### src/rtl/alu_rr_arbiter.sv
// Round-robin front end that shares one pipelined ALU among N requesters; grant is combinational,
// result returns ALU_LAT+1 cycles after the grant, and a requester simply holds REQ until granted.
module alu_rr_arbiter #(
   parameter int N       = 4,
   parameter int ALU_LAT = 1,
   parameter int IDW     = 3
) (
   input  logic              CLOCK,
   input  logic              RESET,
   input  logic [N-1:0]      REQ,
   input  logic [32*N-1:0]   REQ_A,
   input  logic [32*N-1:0]   REQ_B,
   input  logic [4*N-1:0]    REQ_INST,
   output logic [N-1:0]      GNT,
   output logic [31:0]       ALU_A,
   output logic [31:0]       ALU_B,
   output logic [3:0]        ALU_INST,
   input  logic [31:0]       ALU_Z,
   input  logic [3:0]        ALU_FLAGS,
   output logic [N-1:0]      RSP_VALID,
   output logic [31:0]       RSP_Z,
   output logic [3:0]        RSP_FLAGS,
   output logic              RSP_ERR,
   output logic              BUSY
);

   localparam logic [3:0] OP_ZERO  = 4'hE;
   localparam logic [3:0] OP_UNSUP = 4'h6;

   logic [IDW-1:0]     ptr_q, ptr_d;
   logic [N-1:0]       hi_mask, pick;
   logic               gnt_vld;
   logic [IDW-1:0]     gnt_id;

   logic [ALU_LAT-1:0] tag_vld_q;
   logic [ALU_LAT-1:0] tag_err_q;
   logic [IDW-1:0]     tag_id_q [ALU_LAT];

   logic [N-1:0]       rsp_vld_q;
   logic [31:0]        rsp_z_q;
   logic [3:0]         rsp_flags_q;
   logic               rsp_err_q;
   logic               busy_q;
   logic               busy_d;

   // Requests at or above the pointer take precedence; otherwise wrap to the lowest index.
   always_comb begin
      hi_mask = REQ & ~((N'(1) << ptr_q) - N'(1));
      pick    = (|hi_mask) ? hi_mask : REQ;
      gnt_vld = (|REQ) & ~RESET;
      gnt_id  = '0;
      for (int i = N - 1; i >= 0; i--) begin
         if (pick[i]) gnt_id = IDW'(i);
      end
      ptr_d = (gnt_id == IDW'(N - 1)) ? '0 : gnt_id + 1'b1;
      GNT   = gnt_vld ? (N'(1) << gnt_id) : '0;
   end

   always_comb begin
      ALU_A    = '0;
      ALU_B    = '0;
      ALU_INST = OP_ZERO;
      for (int i = 0; i < N; i++) begin
         if (GNT[i]) begin
            ALU_A    = REQ_A[32*i +: 32];
            ALU_B    = REQ_B[32*i +: 32];
            ALU_INST = REQ_INST[4*i +: 4];
         end
      end
   end

   // BUSY covers the tag stages only; the response register acts as the last stage.
   assign busy_d = gnt_vld | (|(tag_vld_q << 1));

   always_ff @(posedge CLOCK or posedge RESET) begin
      if (RESET) begin
         ptr_q       <= '0;
         tag_vld_q   <= '0;
         tag_err_q   <= '0;
         for (int i = 0; i < ALU_LAT; i++) tag_id_q[i] <= '0;
         rsp_vld_q   <= '0;
         rsp_z_q     <= '0;
         rsp_flags_q <= '0;
         rsp_err_q   <= 1'b0;
         busy_q      <= 1'b0;
      end else begin
         if (gnt_vld) ptr_q <= ptr_d;
         tag_vld_q   <= (tag_vld_q << 1) | ALU_LAT'(gnt_vld);
         tag_err_q   <= (tag_err_q << 1) | ALU_LAT'(ALU_INST == OP_UNSUP);
         tag_id_q[0] <= gnt_id;
         for (int i = 1; i < ALU_LAT; i++) tag_id_q[i] <= tag_id_q[i-1];
         busy_q      <= busy_d;
         if (tag_vld_q[ALU_LAT-1]) begin
            rsp_vld_q   <= N'(1) << tag_id_q[ALU_LAT-1];
            rsp_z_q     <= ALU_Z;
            rsp_flags_q <= ALU_FLAGS;
            rsp_err_q   <= tag_err_q[ALU_LAT-1];
         end else begin
            rsp_vld_q   <= '0;
         end
      end
   end

   assign RSP_VALID = rsp_vld_q;
   assign RSP_Z     = rsp_z_q;
   assign RSP_FLAGS = rsp_flags_q;
   assign RSP_ERR   = rsp_err_q;
   assign BUSY      = busy_q;

endmodule
### config.mk
export PLATFORM = sky130hd
export DESIGN_NAME = alu_rr_arbiter
export DESIGN_NICKNAME = d
export VERILOG_FILES = /design/src/rtl/alu_rr_arbiter.sv
export SDC_FILE = /design/constraint.sdc
export NUM_CORES = 1
export LEC_CHECK = 0
export ABC_AREA = 1
export BUFFER_PORTS_ARGS = -buffer_cell sky130_fd_sc_hd__buf_2
export CORE_AREA = 2 2 168 170
export DETAILED_ROUTE_END_ITERATION = 10
export DIE_AREA = 0 0 170 172
export SLEW_MARGIN = 20
export SYNTH_ARGS = -nofsm -noshare
export SYNTH_HDL_FRONTEND = slang
export SYNTH_SLANG_ARGS = --single-unit
### constraint.sdc
create_clock -name CLOCK -period 3.4 [get_ports CLOCK]
set_clock_uncertainty 0.05 [all_clocks]
set_input_delay 0.51 -clock CLOCK [delete_from_list [all_inputs] [get_ports CLOCK]]
set_output_delay 0.51 -clock CLOCK [all_outputs]
set_load 0.01 [all_outputs]
==> qor.yml <==
maxCapViolCount: 0
yosysWarnings: 0
port_buffers: 427
outcome: "finished with violations"
power_frac_clock_pct: 8.9
fin_crit_sh_pct: 112
clk_latency_ns: 0.29
antenna_found_initial: 2
rows: 61
leakagePower_nw: 5.04
route.detailed.drc: 0
first_pass_iters: 5
core_um2: 27500
syn_avg_cell_area_um2: 5.35
synth_cell_types: 27
viasPerCell: 4.31
ys_seq_elements: 47
cts-root-buf: "clkbuf_16"
max_freq_ghz: 0.262
vias: 7085
final-max-slew-violation-count: 0
internal-power_mw: 3.25
dieArea_um2: 29200
cts.sinks: 47
final_nets: 1617
path_clk_slew_ns: 0.07
switching_share_pct: 47.8
numCtsBuffers: 5
required_ns: 2.84
cts_tree: "built"
arrival_ns: 3.25
grt_pass1_wl_um: 34600
dp_worst_setup_slack_ns: -0.127
violations: "negative setup slack"
hold_buffers: 0
pwr-share-comb_pct: 80.0
layout_commonest_cell: "buf_2"
synthCells: 838
grt_overflow: 0
postRouteAntennaNets: 0
htree_levels: 2
hpwlAfterDp_um: 18400
cts.path.max_buffers: 2
initial_utilization_pct: 16.3
drtIter0Drc: 349
fin_crit_ns: 3.81
wl_per_cell_um: 15.6
worstSetupPathType: "reg -> out"
die_h_um: 172
power.density_nw_per_um2: 721
peakVddDrop_mv: 0.315
syn-num-nets: 1157
grt_max_degree: 62
power.share.sequential_pct: 11.1
area_growth_pct: 92.6
endpoint_kind: "output pin"
grt_pass1_vias: 6460
grt_util_all_layers_pct: 15.4
netlist_area_um2: 4490
gp_congestion: 0.827
holdCritPathClass: "in -> reg"
slew_headroom_pct: 53.5
worst_slack_ns: -0.412
setup_viol: 68
worstSetupStartpointType: "flip-flop"
whs_ns: 0.372
drive_gt1_share_pct: 50.7
switching_power_mw: 2.97
finalHoldViolCount: 0
ios: 428
tightest_slew_ns: 0.697
die_w_um: 170
wl_um: 25700
mostFrequentLayoutCells: "buf_2 (424), nand2_1 (348), nor2_1 (194)"
fill_cells: 3014
worstPathMaxFanout: 6
rsz0062_at_grt: "true"
diodes: 0
ys_seq_area_share_pct: 26.2
==> cells in the mapped netlist <==
cell type  count  area, um^2
nand2_1      402        1510
nor2_1       201         754
a21oi_1       66         330
dfrtp_1       47        1180
inv_1         28         105
clkbuf_1      18        67.6
buf_2         14        70.1
buf_4         14         105
nand4_1        9        56.3
buf_6          5        56.3
ha_1           5        62.6
o21ai_0        5        25.0
nor3_1         4        20.0
inv_2          3        11.3
nand3_1        3        15.0
nand2_4        2        22.5
nor2_2         2        12.5
a21boi_1       1        7.51
buf_1          1        3.75
buf_8          1        15.0
inv_4          1        6.26
nand2_2        1        6.26
nand3_2        1        10.0
nand3_4        1        17.5
nand3b_1       1        7.51
o211ai_1       1        7.51
or2_2          1        6.26
==> critical path, cell delays in order (launching register included) <==
cell       delay, ns
dfrtp_1         0.41
nor2_2          0.16
inv_2           0.07
ha_4            0.26
nand2_2         0.05
nand2_1         0.05
nor2_1          0.03
nand2_1         0.07
inv_2           0.06
buf_6           0.12
o21ai_4         0.16
o211ai_1        0.14
buf_4           0.17
ha_4            0.17
nor2_4          0.12
buf_12          0.15
buf_12          0.14
clkbuf_16       0.16
nand2_2         0.05
a21oi_2         0.11
nor2_1          0.05
nor2_1          0.10
buf_2           0.14
==> worst paths after layout <==
kind	startpoint	endpoint	slack (ns)	cells past startpoint
min	ALU_Z[14]	RSP_Z[14]	0.37	3
min in group asynchronous	RESET	ptr_q[1]	0.58	3
max	ptr_q[1]	ALU_A[5]	-0.41	22
max in group asynchronous	RESET	RSP_Z[1]	2.31	3
max reg2reg	ptr_q[1]	tag_err_q	0.32	24
min reg2reg	tag_err_q	RSP_ERR	0.39	2
==> cell type report <==
type                       count  area, um^2  share of cell area, %
tap                          346         433                   5.01
clock inverter                 3        46.3                  0.536
sequential                    47        1180                   13.6
timing repair inverter         1        16.3                  0.188
multi-input combinational    707        3470                   40.2
clock buffer                   5         125                   1.45
timing repair buffer         504        3230                   37.4
inverter                      32         138                   1.59
==> kinds of logic (layout without fill, tap and decap cells) <==
| logic type | after synthesis | in the layout | synth area share [%] |
|---|---|---|---|
| AOI/OAI and AO/OA | 73 | 73 | 8.25 |
| buffers and inverters | 85 | 545 | 9.82 |
| adders and majority gates | 5 | 5 | 1.39 |
| DFF | 47 | 47 | 26.2 |
| and+or+nand+nor | 628 | 629 | 54.3 |
==> state kept, by name (all words and copies together) (netlist names) <==
register,cells
ptr_q,2
RSP_Z,32
RSP_ERR,1
tag_err_q,1
BUSY,1
RSP_FLAGS,4
tag_id_q,2
RSP_VALID,4
==> power groups by stage <==
stage                     Combinational (mW)  Clock [mW]  Sequential, mW
after floorplan                         2.03           0           0.727
after global placement                  3.60           0           0.696
after detailed placement                3.59           0           0.703
after CTS                               4.62       0.569           0.695
after global routing                    5.44       0.598           0.705
final                                   4.98       0.554           0.694
==> stage by stage <==
| stage | setup TNS (ns) | utilization (%) | total power [mW] | instances | instance area (um^2) |
|---|---|---|---|---|---|
| global placement | -1.73 | 26.0 | 4.30 | 1597 | 7150 |
| floorplan | 0 | - | 2.76 | 838 | 4490 |
| detailed placement | -1.67 | 26.0 | 4.30 | 1597 | 7150 |
| finish | -23.10 | 31.5 | 6.23 | 1645 | 8640 |
| global route | -37.35 | 31.5 | 6.74 | 1645 | 8640 |
| CTS | -20.22 | 29.8 | 5.88 | 1635 | 8200 |
==> layer usage <==
layer	global-route usage, %	wire length [um]	vias to the layer above
li1	-	-	3478
met1	19.7	10500	3208
met2	27.5	12900	359
met3	2.33	1890	36
met4	3.34	373	4
met5	0	14	-
==> timing repair <==
item	in CTS	in global routing
buffers inserted	19	5
gates resized for setup	106	88
pin swaps	56	87
endpoints found under the setup margin	69	71
gates cloned	11	5
Power figures use the tool's default switching activity.
